==> config.mk <==
export PLATFORM = sky130hd
export DESIGN_NAME = multicycle_ctrl
export DESIGN_NICKNAME = d
export VERILOG_FILES = /design/src/rtl/mc_ctrl_pkg.sv /design/src/rtl/mc_ctrl_decode.sv /design/src/rtl/multicycle_ctrl.sv
export SDC_FILE = /design/constraint.sdc
export NUM_CORES = 1
export LEC_CHECK = 0
export CAP_MARGIN = 0
export CORE_UTILIZATION = 44
export CTS_BUF_LIST = sky130_fd_sc_hd__clkbuf_16
export DETAILED_ROUTE_END_ITERATION = 12
export GPL_ROUTABILITY_DRIVEN = 0
export GPL_TIMING_DRIVEN = 0
export HOLD_SLACK_MARGIN = 0.15
export PLACE_DENSITY = 0.81
export SYNTH_ARGS = -nofsm -noshare
export SYNTH_HDL_FRONTEND = slang
export SYNTH_SLANG_ARGS = --single-unit
export TNS_END_PERCENT = 20
==> constraint.sdc <==
create_clock -name clk -period 2.9 [get_ports clk]
set_input_delay 0.725 -clock clk [delete_from_list [all_inputs] [get_ports clk]]
set_output_delay 0.725 -clock clk [all_outputs]
set_load 0.03 [all_outputs]
==> src/rtl/mc_ctrl_pkg.sv <==
// Shared types and constants for the multi-cycle RV32I control unit.
// The optional trap state is compiled in with MC_CTRL_TRAP_EN.
package mc_ctrl_pkg;

  typedef enum logic [2:0] {
    ST_FETCH   = 3'd0,
    ST_DECODE  = 3'd1,
    ST_EXECUTE = 3'd2,
    ST_MEM     = 3'd3,
    ST_WB      = 3'd4,
    ST_TRAP    = 3'd5
  } state_t;

  localparam logic [6:0] OP_R  = 7'b0110011;
  localparam logic [6:0] OP_I  = 7'b0010011;
  localparam logic [6:0] OP_IL = 7'b0000011;
  localparam logic [6:0] OP_S  = 7'b0100011;
  localparam logic [6:0] OP_B  = 7'b1100011;
  localparam logic [6:0] OP_U  = 7'b0110111;
  localparam logic [6:0] OP_UL = 7'b0010111;
  localparam logic [6:0] OP_J  = 7'b1101111;
  localparam logic [6:0] OP_JL = 7'b1100111;

  localparam logic [3:0] ALU_ADD  = 4'b0000;
  localparam logic [3:0] ALU_SUB  = 4'b1000;
  localparam logic [3:0] ALU_SLL  = 4'b0001;
  localparam logic [3:0] ALU_SLT  = 4'b0010;
  localparam logic [3:0] ALU_SLTU = 4'b0011;
  localparam logic [3:0] ALU_XOR  = 4'b0100;
  localparam logic [3:0] ALU_SRL  = 4'b0101;
  localparam logic [3:0] ALU_SRA  = 4'b1101;
  localparam logic [3:0] ALU_OR   = 4'b0110;
  localparam logic [3:0] ALU_AND  = 4'b0111;

  localparam logic [2:0] WB_ALU      = 3'd0;
  localparam logic [2:0] WB_DMEM     = 3'd1;
  localparam logic [2:0] WB_IMM      = 3'd2;
  localparam logic [2:0] WB_IMM_BASE = 3'd3;
  localparam logic [2:0] WB_PC4      = 3'd4;

  typedef struct packed {
    logic       reg_wr;
    logic       pc_adv;
    logic       alu_src;
    logic [2:0] wb_sel;
    logic [3:0] alu;
    logic       branch;
    logic       jal;
    logic       jalr;
    logic       is_load;
    logic       is_store;
    logic       legal;
  } ctrl_t;

endpackage

==> src/rtl/mc_ctrl_decode.sv <==
// Combinational opcode/funct decoder; produces the EXECUTE-state control
// bits, which the FSM in multicycle_ctrl gates by state.
module mc_ctrl_decode
  import mc_ctrl_pkg::*;
(
  input  logic [6:0] i_opcode,
  input  logic [2:0] i_funct3,
  input  logic       i_funct7_5,
  output ctrl_t      o_ctrl
);

  always_comb begin
    o_ctrl = '0;
    case (i_opcode)
      OP_R: begin
        o_ctrl.reg_wr = 1'b1;
        o_ctrl.pc_adv = 1'b1;
        o_ctrl.alu    = {i_funct7_5, i_funct3};
        o_ctrl.legal  = 1'b1;
      end
      OP_I: begin
        o_ctrl.reg_wr  = 1'b1;
        o_ctrl.pc_adv  = 1'b1;
        o_ctrl.alu_src = 1'b1;
        // Only the shift-right pair uses funct7[5]; other immediates own that bit.
        o_ctrl.alu     = {(i_funct3 == 3'b101) ? i_funct7_5 : 1'b0, i_funct3};
        o_ctrl.legal   = 1'b1;
      end
      OP_IL: begin
        o_ctrl.alu_src = 1'b1;
        o_ctrl.alu     = ALU_ADD;
        o_ctrl.is_load = 1'b1;
        o_ctrl.legal   = 1'b1;
      end
      OP_S: begin
        o_ctrl.alu_src  = 1'b1;
        o_ctrl.alu      = ALU_ADD;
        o_ctrl.is_store = 1'b1;
        o_ctrl.legal    = 1'b1;
      end
      OP_B: begin
        o_ctrl.branch = 1'b1;
        o_ctrl.pc_adv = 1'b1;
        o_ctrl.alu    = {1'b0, i_funct3};
        o_ctrl.legal  = 1'b1;
      end
      OP_U: begin
        o_ctrl.reg_wr = 1'b1;
        o_ctrl.pc_adv = 1'b1;
        o_ctrl.wb_sel = WB_IMM;
        o_ctrl.legal  = 1'b1;
      end
      OP_UL: begin
        o_ctrl.reg_wr = 1'b1;
        o_ctrl.pc_adv = 1'b1;
        o_ctrl.wb_sel = WB_IMM_BASE;
        o_ctrl.legal  = 1'b1;
      end
      OP_J: begin
        o_ctrl.reg_wr = 1'b1;
        o_ctrl.pc_adv = 1'b1;
        o_ctrl.wb_sel = WB_PC4;
        o_ctrl.jal    = 1'b1;
        o_ctrl.legal  = 1'b1;
      end
      OP_JL: begin
        // The ALU forms the jump target rs1+imm.
        o_ctrl.reg_wr  = 1'b1;
        o_ctrl.pc_adv  = 1'b1;
        o_ctrl.alu_src = 1'b1;
        o_ctrl.alu     = ALU_ADD;
        o_ctrl.wb_sel  = WB_PC4;
        o_ctrl.jalr    = 1'b1;
        o_ctrl.legal   = 1'b1;
      end
      default: o_ctrl = '0;
    endcase
  end

endmodule

==> src/rtl/multicycle_ctrl.sv <==
// Multi-cycle RV32I control FSM: FETCH/DECODE/EXECUTE/MEM/WB, instruction
// register and retired-instruction counter. MC_CTRL_TRAP_EN adds TRAP.
module multicycle_ctrl
  import mc_ctrl_pkg::*;
(
  input  logic        clk,
  input  logic        reset,
  input  logic [31:0] i_rdata,
  input  logic        i_ready,
  output logic        i_req,
  input  logic        d_ready,
  output logic        d_req,
  output logic        d_we,
  input  logic        btaken,
  output logic [31:0] instr_code,
  output logic        pc_en,
  output logic        reg_wr_en,
  output logic        aluSrcMux,
  output logic [2:0]  regwdataSel,
  output logic [3:0]  alu_controls,
  output logic        branch,
  output logic        JAL,
  output logic        JARL,
  output logic [31:0] instret,
  output state_t      o_dbg_state
`ifdef MC_CTRL_TRAP_EN
  ,
  output logic        illegal_instr
`endif
);

  state_t      r_state;
  state_t      w_next_state;
  logic [31:0] r_instr;
  logic [31:0] r_instret;
  ctrl_t       w_ctrl;
  logic        w_unused;

  // Branch resolution happens in the PC mux; the controller only enables the PC.
  assign w_unused = btaken;

  mc_ctrl_decode u_decode (
    .i_opcode   (r_instr[6:0]),
    .i_funct3   (r_instr[14:12]),
    .i_funct7_5 (r_instr[30]),
    .o_ctrl     (w_ctrl)
  );

  always_ff @(posedge clk) begin
    if (reset) r_state <= ST_FETCH;
    else       r_state <= w_next_state;
  end

  always_comb begin
    w_next_state = r_state;
    case (r_state)
      ST_FETCH:   if (i_ready) w_next_state = ST_DECODE;
      ST_DECODE:  w_next_state = ST_EXECUTE;
      ST_EXECUTE: begin
        if (w_ctrl.is_load || w_ctrl.is_store) w_next_state = ST_MEM;
`ifdef MC_CTRL_TRAP_EN
        else if (!w_ctrl.legal)                w_next_state = ST_TRAP;
`endif
        else                                   w_next_state = ST_FETCH;
      end
      ST_MEM:     if (d_ready) w_next_state = w_ctrl.is_load ? ST_WB : ST_FETCH;
      ST_WB:      w_next_state = ST_FETCH;
`ifdef MC_CTRL_TRAP_EN
      ST_TRAP:    w_next_state = ST_TRAP;
`endif
      default:    w_next_state = ST_FETCH;
    endcase
  end

  // Every output is forced low while reset is high so an aborted instruction
  // cannot write the register file or advance the PC in the reset cycle.
  always_comb begin
    i_req        = 1'b0;
    d_req        = 1'b0;
    d_we         = 1'b0;
    pc_en        = 1'b0;
    reg_wr_en    = 1'b0;
    aluSrcMux    = 1'b0;
    regwdataSel  = WB_ALU;
    alu_controls = ALU_ADD;
    branch       = 1'b0;
    JAL          = 1'b0;
    JARL         = 1'b0;
    if (!reset) begin
      case (r_state)
        ST_FETCH: i_req = 1'b1;
        ST_EXECUTE: begin
`ifdef MC_CTRL_TRAP_EN
          pc_en = w_ctrl.pc_adv;
`else
          pc_en = w_ctrl.pc_adv | ~w_ctrl.legal;
`endif
          reg_wr_en    = w_ctrl.reg_wr;
          aluSrcMux    = w_ctrl.alu_src;
          regwdataSel  = w_ctrl.wb_sel;
          alu_controls = w_ctrl.alu;
          branch       = w_ctrl.branch;
          JAL          = w_ctrl.jal;
          JARL         = w_ctrl.jalr;
        end
        ST_MEM: begin
          d_req = 1'b1;
          d_we  = w_ctrl.is_store;
          pc_en = w_ctrl.is_store & d_ready;
        end
        ST_WB: begin
          regwdataSel = WB_DMEM;
          reg_wr_en   = 1'b1;
          pc_en       = 1'b1;
        end
        default: ;
      endcase
    end
  end

  always_ff @(posedge clk) begin
    if (reset)                             r_instr <= '0;
    else if (r_state == ST_FETCH && i_ready) r_instr <= i_rdata;
  end

  always_ff @(posedge clk) begin
    if (reset)      r_instret <= '0;
    else if (pc_en) r_instret <= r_instret + 32'd1;
  end

`ifdef MC_CTRL_TRAP_EN
  logic r_illegal;
  always_ff @(posedge clk) begin
    if (reset)                        r_illegal <= 1'b0;
    else if (w_next_state == ST_TRAP) r_illegal <= 1'b1;
  end
  assign illegal_instr = r_illegal & ~reset;
`endif

  assign instr_code  = r_instr;
  assign instret     = r_instret;
  assign o_dbg_state = r_state;

endmodule

Word-level counts from Yosys, hierarchy flattened:

Index checks and enable logic that the tools add are counted.

* bits in registers: 67
* bits of input ports: 37
* output and inout port bits: 83
* logic and storage cells: 71

* add/sub/neg operators: 1
* equality and inequality tests: 16
* mux-type cells: 39
* bitwise gates (word level): 3
* reductions and logical operators: 9

Operators by type and width (number)
* adder 32 x 1 -> 32 bit, second input constant: 1
* 2-to-1 mux 1 bit: 26
* equality test 7 x 6 -> 1 bit, second input constant: 3
* equality test 7 bit, second input constant: 3
* equality test 7 x 5 -> 1 bit, second input constant: 2
* 2-to-1 mux 3 bit: 4
* case mux 3 bit (4 select lines): 1
* case mux 4 bit (3 select lines): 1
* case mux 3 bit (3 select lines): 1
* OR reduction 9 bit: 1
* 2-to-1 mux 4 bit: 2
* equality test 7 x 2 -> 1 bit, second input constant: 1
* OR reduction 7 bit: 1
* equality test 3 x 2 -> 1 bit, second input constant: 2
* equality test 3 bit, second input constant: 2
* case mux 3 bit (2 select lines): 1
* OR reduction 6 bit: 1
* inequality test 2 bit, second input constant: 2
* OR reduction 4 bit: 1
* equality test 3 x 1 -> 1 bit, second input constant: 1
* logical NOT 3 bit: 1
* case mux 1 bit (3 select lines): 1
* 2-to-1 mux 2 bit: 1
* case mux 1 bit (2 select lines): 1
* 7 further kinds: 7

Depth between registers and ports, before layout:

Gate-level depths: netlist (run 1).

* depth in word-level cells: 7
* gate-level depth with buffers: 8
* mapped depth without buffers: 5

Hierarchy:

Synthesis (run 1) repeated with hierarchy kept, for this count alone.

* cells, all modules: 406
* area, all modules: 3166.8 µm²

By module, submodules not included
* multicycle_ctrl: instances 1, cells each 373, area an instance 2969.1 µm², sequential area each 1341.3 µm²
* mc_ctrl_decode: instances 1, cells each 33, area an instance 197.7 µm², sequential area each 0.0 µm²

Worst setup path after synthesis (run 1):

OpenSTA, ideal clock, no wires.

* path kind: reg2out
* from: reg r_state[2] (netlist: o_dbg_state[2])
* to: out alu_controls[3]
* arrival: 2.511 ns
* data required time: 2.175 ns
* path slack: -0.336 ns
* cell stages (with the launch flop): 6
* buffers on the path: 1
* path through: dfxtp_1 > clkbuf_1 > or3b_2 > or3_1 > or3_1 > nor3_1

* longest elaborated chain between the ends: 3

Ends and longest elaborated chain
* from (decl): RTL line multicycle_ctrl.sv:32 `state_t r_state;`
* from (signal assigned): RTL line multicycle_ctrl.sv:51 `else r_state <= w_next_state;`
* equality test 3 x 2 -> 1 bit: RTL line multicycle_ctrl.sv:90 `case (r_state)`
* 2-to-1 mux 4 bit: RTL line multicycle_ctrl.sv:90
* 2-to-1 mux 4 bit: RTL line multicycle_ctrl.sv:89 `if (!reset) begin`
* to (decl): RTL line multicycle_ctrl.sv:20 `output logic [3:0] alu_controls,`

No other way between the ends.

Worst setup path after layout (run 1):

* from: reg r_state[2] (netlist: o_dbg_state[2])
* to: out alu_controls[2]

The elaborated chain is that of the path after synthesis.

==> parameters.txt, run 1 <==
Parameter                              Value

Die
  Die extent in y ... 85.20 um
  Io pins ... 120
  Area of the core region ... 0.006531 mm^2
  Initial Util ... 46.63%
  Width of the die ... 85.20 um
  Die outline area ... ~0.0073 mm^2
  Cell Rows ... 29

Timing
  Number of setup violations in the final report ... 4
  Final hold vios ... 0
  Worst Setup Slack, final ... -0.07839 ns
  Final critical path time including I/O delays and setup ... 2.978 ns
  Layout Skew ... 0.004330 ns
  Highest clock rate ... approximately 340 MHz
  Worst-margin pin slew ... 0.9840 ns
  Max Slew Vio Count ... 0
  Relative slew slack ... 33.79%
  Min Hold Slack ... 0.4533 ns
  RSZ-0062 raised after global routing ... yes
  Fraction of the cycle the final worst path needs ... 102.7%

Worst setup path
  Category of the worst setup path launch point ... flop
  Crit path capture type ... primary output
  Max FO, Critical Path ... 3
  Library cell contributing the largest single delay on the critical path ... or3b_4
  Arr. time, crit path ... around 2.3 ns
  Cell repeated most along the worst path ... or3_4
  Type of the worst setup path ... flop to primary output
  FF-to-FF setup slack ... 0.14 ns
  Origin of the worst setup path ... o_dbg_state[2]$_SDFFE_PP0P_
  Startpoint of the worst-slack reg-to-reg timing path ... instr_code[3]$_SDFFE_PP0P_
  CP peak stage delay ... 0.39 ns
  Cell family with most CP delay ... simple AND/OR/NAND/NOR gates
  Critical path required time ... 2.17 ns
  Number of buffers and inverters on the critical path ... 1
  Crit-path cells ... or3b_4 -> or3_4 -> or3_4 -> a21oi_4 -> and2_4 -> buf_6

Power
  Switching power ... about 630 uW
  Power per cell area ... 523.9 mW/mm^2
  Proportion of power drawn by the clock network ... 48.4%
  Comb pwr share ... 12.1%
  Static Leakage ... 0.001640 uW
  IR drop worst, VDD ... 371.1 uV
  Total power consumption of the routed design ... 2470 uW
  Internal Pwr Total ... 1840 uW
  Switching power as a share of total power ... roughly 25%
  Part of the total power dissipated in sequential elements ... between 30% and 40%

Synthesis
  Syn Area/Cell ... 7.829 um^2
  Xor and xnor area share after synthesis ... 1.150%
  Most used DFF post-synth ... dfxtp_1
  Count of flip-flops with a built-in enable after synthesis ... 0
  Seq/Total Area, Yosys ... 44.04%
  Area leader, netlist ... dfxtp_1
  Cell with the most instances after synthesis ... nand2_1
  Post-Syn Instances ... ~390
  Fraction of synthesized cell area taken by the top area cell type ... 44.04%
  Cell area after synthesis ... 0.003045 mm^2
  Area contributors post-synth ... dfxtp_1 (44%), a21oi_1 (9.9%), nand2_1 (9.7%), or3_1 (4.1%), o21ai_0 (3.0%)
  Number of distinct standard cells referenced by the synthesized netlist ... 39
  Share of synthesized area spent on multiplexers ... 1.027%
  Net Count, Synth ... 427
  Warnings from Yosys ... 0
  Area share of fa/ha/maj cells after synthesis ... less than 1%
  Synth Register Bits ... 67
  Async set or reset register ratio after synthesis ... 0%
  Main combinational cell family by area after synthesis ... simple AND/OR/NAND/NOR gates
  Top cell types by occurrence after synthesis ... nand2_1 (79), dfxtp_1 (67), a21oi_1 (60)
  Post-synthesis simple-gate area fraction ... 30.61%
  Synth Area in Compound Gates ... 18.53%

Routing
  Detail Route Antenna Nets ... 0
  Post-DR wirelength/cell ... 15.49 um
  Count of unresolved DRC violations after routing ... 0
  Iter 0 DRT Violations ... 140
  Via count ... between 3000 and 4000
  Detailed Route WL ... 9355 um
  Vias per cell ... between 5 and 6
  Number of optimization iterations in the first detailed-route pass ... 4

Final layout
  Final Non-Filler Cells ... 604
  Filler Cell Count ... 511
  Fraction of final layout cells with drive strength greater than 1 ... a little under an eighth
  Count of inserted antenna diode cells ... 0
  Storage element area ... 0.001349 mm^2
  Final Net Count ... 560
  Area occupied by multi-input gates ... 0.001620 mm^2
  Post-synthesis to final-layout area growth ... 54.81%
  Post-layout instance area ... roughly 0.0047 mm^2

Clock network
  TritonCTS clock tree ... built
  Clock tree sinks ... 67
  Number of CTS-inserted buffers ... 9
  CTS H-tree depth ... 3
  CTS clk-pin slew, worst paths ... approximately 0.060 ns
  Buffers from clock root to sink, at most ... 2
  Clock Latency Late Sink ... 0.33 ns
  Cell chosen for the clock root ... clkbuf_16

Global route
  Wire length of the first global-routing pass ... 15070 um
  All-layer global routing usage ... 26.28%
  Largest net degree at the start of global routing ... 14
  Initial antenna violation count ... 0
  Total congestion overflow ... 0
  Vias in the first global route ... around 3300

Run
  Count of max-cap constraint violations ... 0

Status
  Run status ... finished with violations
  Failing checks ... negative setup slack

Placement
  Port Buf Inserts ... 117
  Post-placement setup slack ... -0.7995 ns
  Detail Placement HPWL ... 6598 um
  Number of cells after detailed placement ... 583
  Cell area after placement ... 0.004318 mm^2

Worst hold path
  Class of the most critical hold timing path ... flop to flop
  Hold path startpoint ... instr_code[16]$_SDFFE_PP0P_
per-stage QoR:
step	setup TNS, ns	util (%)
floorplan	-0.5984	-
detailed placement	-6.096	66.11
global placement	-5.694	66.11
CTS	-0.6190	72.15
global route	-0.4059	72.18
finish	-0.2242	72.18
what timing repair did:
action	CTS	global route
setup endpoints to repair	16	12
resized for setup	71	12
setup buffers	4	2
hold buffers	0	0
pin swaps	4	4
worst register-to-register path: stages (launching register included):
cell and delay (ns):
dfxtp_1 0.31, buf_2 0.17, or4_4 0.57, nor4_4 0.38
buf_4 0.20, o311ai_2 0.17, buf_2 0.24, clkbuf_2 0.21
o21ai_0 0.26, a21oi_1 0.11
flip-flops by register name (all words and copies together) (netlist names):
| name | count |
|---|---|
| instr_code | 32 |
| o_dbg_state | 3 |
| instret | 32 |
cells by family after synthesis:
family | after synthesis
multiplexers | 3
XOR/XNOR | 4
adder cells (fa/ha/maj) | 1
flip-flops | 67
AO/OA/AOI/OAI | 99
buffers and inverters | 32
AND/OR/NAND/NOR | 183
power by group through the flow:
stage | logic [uW] | registers (uW) | clock network [uW]
floorplan | 98.6 | 1050 | 0
global placement | 289 | 994 | 0
detailed placement | 292 | 996 | 0
CTS | 295 | 976 | 1190
global route | 320 | 980 | 1230
finish | 298 | 977 | 1190
worst paths after layout:
check	to	cells past startpoint
setup reg to reg	instret[24]$_SDFFE_PP0P_	9
hold / removal	instr_code[16]$_SDFFE_PP0P_	2
setup / recovery	alu_controls[2]	6
hold reg to reg	instr_code[16]$_SDFFE_PP0P_	2
layout make-up:
| type | count | area share (%) |
|---|---|---|
| Clock inverter | 7 | 2.150 |
| Sequential cell | 67 | 28.61 |
| Tap cell | 77 | 2.044 |
| Inverter | 7 | 0.5573 |
| Clock buffer | 9 | 4.777 |
| Timing Repair Buffer | 123 | 25.32 |
| Multi-Input combinational cell | 290 | 34.37 |
| Buffer | 24 | 2.176 |
routing by layer:
metal  GRT usage (%)  share of wire (%)  vias to the layer above
met4           10.94                1.5                        0
met5               0                  0                        -
met1           29.32                 41                     1617
li1                -                  -                     1648
met2           45.60                 49                      140
met3           9.144                9.3                       14
cell usage in the layout (no fill, tap or decap), types with 7 or more instances in the layout:
master and instances:
nand4_1 10, nor2_1 16, clkbuf_1 16, nand3_1 10
or3_1 18, o21ai_0 18, a21oi_1 59, buf_4 9
dfxtp_1 63, or4_1 10, o31ai_1 12, nand2_1 79
clkdlybuf4s50_1 102, inv_1 7, clkbuf_16 9
(Power assumes the default switching activity.)
==> run 2, diff against run 1 <==
--- a/config.mk
+++ b/config.mk
@@ -16,4 +16,3 @@
 export SYNTH_ARGS = -nofsm -noshare
 export SYNTH_HDL_FRONTEND = slang
 export SYNTH_SLANG_ARGS = --single-unit
-export TNS_END_PERCENT = 20
==> run 2 against run 1 <==
The flow still finishes with violations (negative setup slack). Die area unchanged. Clock skew increased by 0.0010 ns. Clock-buffer cell count stayed put. Global-route usage is essentially flat. Routed wire length shrank 4.2%. Sequential power barely moved. Sequential share of layout area is 0.24 points higher. Setup slack better by 0.019 ns. Combinational power about the same. Critical path type unchanged. Critical endpoint is now alu_controls[1]. Largest power group unchanged. Highest routed layer unchanged.
==> parameters.txt, run 2 (synthesis gave the netlist of run 1 again) <==
Parameter                              Value

Clock network
  Clock tree sinks ... 67 (unchanged)
  CTS clk-pin slew, worst paths ... 0.06 ns (about the same)
  Clock Latency Late Sink ... 0.32 ns (about the same)
  TritonCTS clock tree ... built
  Number of CTS-inserted buffers ... 9 (unchanged)
  Buffers from clock root to sink, at most ... 2 (unchanged)
  Post-cts hold buffer count ... 0 (unchanged)
  CTS H-tree depth ... 3 (unchanged)
  Cell chosen for the clock root ... clkbuf_16

Worst setup path
  CP peak stage delay ... 0.39 ns (about the same)
  Crit-path cells ... or3b_4 -> or3_4 -> or3_4 -> a21oi_4 -> and2_4 -> buf_6
  Library cell contributing the largest single delay on the critical path ... or3b_4
  Critical path required time ... 2.17 ns (about the same)
  Category of the worst setup path launch point ... flop
  Type of the worst setup path ... flop to primary output
  Max FO, Critical Path ... 3 (unchanged)
  Arr. time, crit path ... 2.23 ns (-0.02 ns)
  Origin of the worst setup path ... o_dbg_state[2]$_SDFFE_PP0P_
  Startpoint of the worst-slack reg-to-reg timing path ... instr_code[3]$_SDFFE_PP0P_
  Cell repeated most along the worst path ... or3_4
  Crit path capture type ... primary output

Timing
  Worst Setup Slack, final ... -0.05916 ns (+0.01923 ns)
  Min Hold Slack ... 0.4510 ns (-0.002313 ns)
  Fraction of the cycle the final worst path needs ... 102.0% (-0.66 points)
  Highest clock rate ... 337.9 MHz (+0.65%)
  Final hold vios ... 0 (unchanged)
  RSZ-0062 raised after global routing ... yes
  Sum of negative setup slack ... -0.1573 ns (+0.06684 ns)
  Final critical path time including I/O delays and setup ... 2.959 ns (-0.01923 ns)
  Worst-margin pin slew ... 0.9052 ns (-0.07884 ns)
  Number of setup violations in the final report ... 3 (-1)
  Max Slew Vio Count ... 0 (unchanged)
  Layout Skew ... 0.005373 ns (+0.001042 ns)
  Relative slew slack ... 39.10% (+5.3 points)

Routing
  Vias per cell ... 5.593 (-1.2%)
  Detailed Route WL ... 8963 um (-4.2%)
  Post-DR wirelength/cell ... 14.89 um (-3.9%)
  Count of unresolved DRC violations after routing ... 0 (unchanged)
  Detail Route Antenna Nets ... 0 (unchanged)
  Via count ... 3367 (-1.5%)
  Number of optimization iterations in the first detailed-route pass ... 4 (unchanged)
  Iter 0 DRT Violations ... 161 (+15%)

Die
  Die extent in y ... 85.20 um (unchanged)
  Io pins ... 120 (unchanged)
  Cell Rows ... 29 (unchanged)
  Initial Util ... 46.63% (unchanged)
  Die outline area ... 0.007258 mm^2 (unchanged)
  Area of the core region ... 0.006531 mm^2 (unchanged)
  Width of the die ... 85.20 um (unchanged)

Status
  Run status ... finished with violations
  Failing checks ... negative setup slack

Power
  Static Leakage ... 0.001616 uW (-1.4%)
  IR drop worst, VDD ... 325.9 uV (-12%)
  Switching power ... 584.6 uW (-7.2%)
  Internal Pwr Total ... 1734 uW (-5.7%)
  Proportion of power drawn by the clock network ... 45.0% (-3.4 points)
  Switching power as a share of total power ... 25.21% (-0.29 points)
  Power per cell area ... 496.0 mW/mm^2 (-5.3%)
  Comb pwr share ... 12.8% (+0.7 points)
  Part of the total power dissipated in sequential elements ... 42.1% (+2.5 points)

Global route
  Largest net degree at the start of global routing ... 12 (-2)
  Wire length of the first global-routing pass ... 15110 um (+0.28%)
  Vias in the first global route ... 3223 (-1.9%)
  All-layer global routing usage ... 26.26% (about the same)
  Initial antenna violation count ... 0 (unchanged)
  Total congestion overflow ... 0 (unchanged)

Final layout
  Final Net Count ... 558 (-0.36%)
  Post-synthesis to final-layout area growth ... 53.53%
  Filler Cell Count ... 499 (-2.3%)
  Most frequent cells in the layout ... clkdlybuf4s50_1 (102), nand2_1 (79), dfxtp_1 (63)
  Count of inserted antenna diode cells ... 0 (unchanged)
  Fraction of final layout cells with drive strength greater than 1 ... 11.05% (-0.72 points)
  Commonest non-fill, non-tap cell in the layout ... clkdlybuf4s50_1

Placement
  Port Buf Inserts ... 117 (unchanged)
  Detail Placement HPWL ... 6338 um (-3.9%)

Worst hold path
  Hold path startpoint ... instr_code[26]$_SDFFE_PP0P_
  Class of the most critical hold timing path ... flop to flop

Run
  Count of max-cap constraint violations ... 0 (unchanged)
==> run 2: cell count changes in the layout (fill, tap and decap cells not counted), moves of 2 or more <==
cell,change
clkinv_4,-2
clkinv_1,+3
clkbuf_2,-3
clkinv_2,+2
==> run 2: layout make-up <==
cell class / instances / area, um^2 / share of cell area (%)
tap: 77 / 96.34 / 2.060
timing repair buffer: 123 / 1205 / 25.77
clock inverter: 7 / 58.81 / 1.258
buffer: 22 / 92.59 / 1.980
sequential: 67 / 1349 / 28.85
inverter: 7 / 26.28 / 0.5619
clock buffer: 9 / 225.2 / 4.817
multi-input combinational: 290 / 1623 / 34.71
==> run 2: path summary, 6_finish.rpt <==
| check | endpoint | slack [ns] | cells after the start |
|---|---|---|---|
| setup / recovery | alu_controls[1] | -0.06 | 6 |
| hold / removal | instr_code[26]$_SDFFE_PP0P_ | 0.45 | 2 |
| setup reg to reg | instret[3]$_SDFFE_PP0P_ | 0.22 | 8 |
| hold reg to reg | instr_code[26]$_SDFFE_PP0P_ | 0.45 | 2 |
==> run 2: repair_timing <==
item	CTS	global route
buffers inserted	6	0
gates resized for setup	69	10
hold endpoints to repair	0	0
pin swaps	5	2
endpoints found under the setup margin	15	21
==> run 2: through the flow <==
step	total power, uW	utilization [%]	cell area, um^2	setup slack [ns]	cells
final	2319	71.59	4676	-0.05916	602
after global routing	2406	71.59	4676	-0.1015	602
after CTS	2329	71.71	4683	-0.1420	604
after detailed placement	1288	66.30	4330	-0.7039	583
after global placement	1283	66.30	4330	-0.6855	583
after floorplan	1148	-	3063	-0.09449	389
==> run 2: power by group through the flow <==
stage | sequential (uW) | combinational (uW) | clock, uW
floorplan | 1050 | 98.8 | 0
global placement | 995 | 289 | 0
detailed placement | 995 | 292 | 0
CTS | 976 | 298 | 1060
global route | 980 | 321 | 1110
finish | 977 | 298 | 1040
==> run 2: metal layers <==
layer	vias up	track usage [%]	part of all wire, %
li1	1653	-	-
met1	1579	30.41	42
met2	123	43.40	47
met3	12	9.825	8.6
met4	0	11.56	1.6
met5	-	0	0
==> run 2: worst max-delay path: cells and delay by family (launching register included) <==
| family | cells | cell delay [ns] |
|---|---|---|
| buf+inv | 1 | 0.12 |
| compound gates | 1 | 0.15 |
| flops | 1 | 0.34 |
| simple gates | 4 | 1.29 |
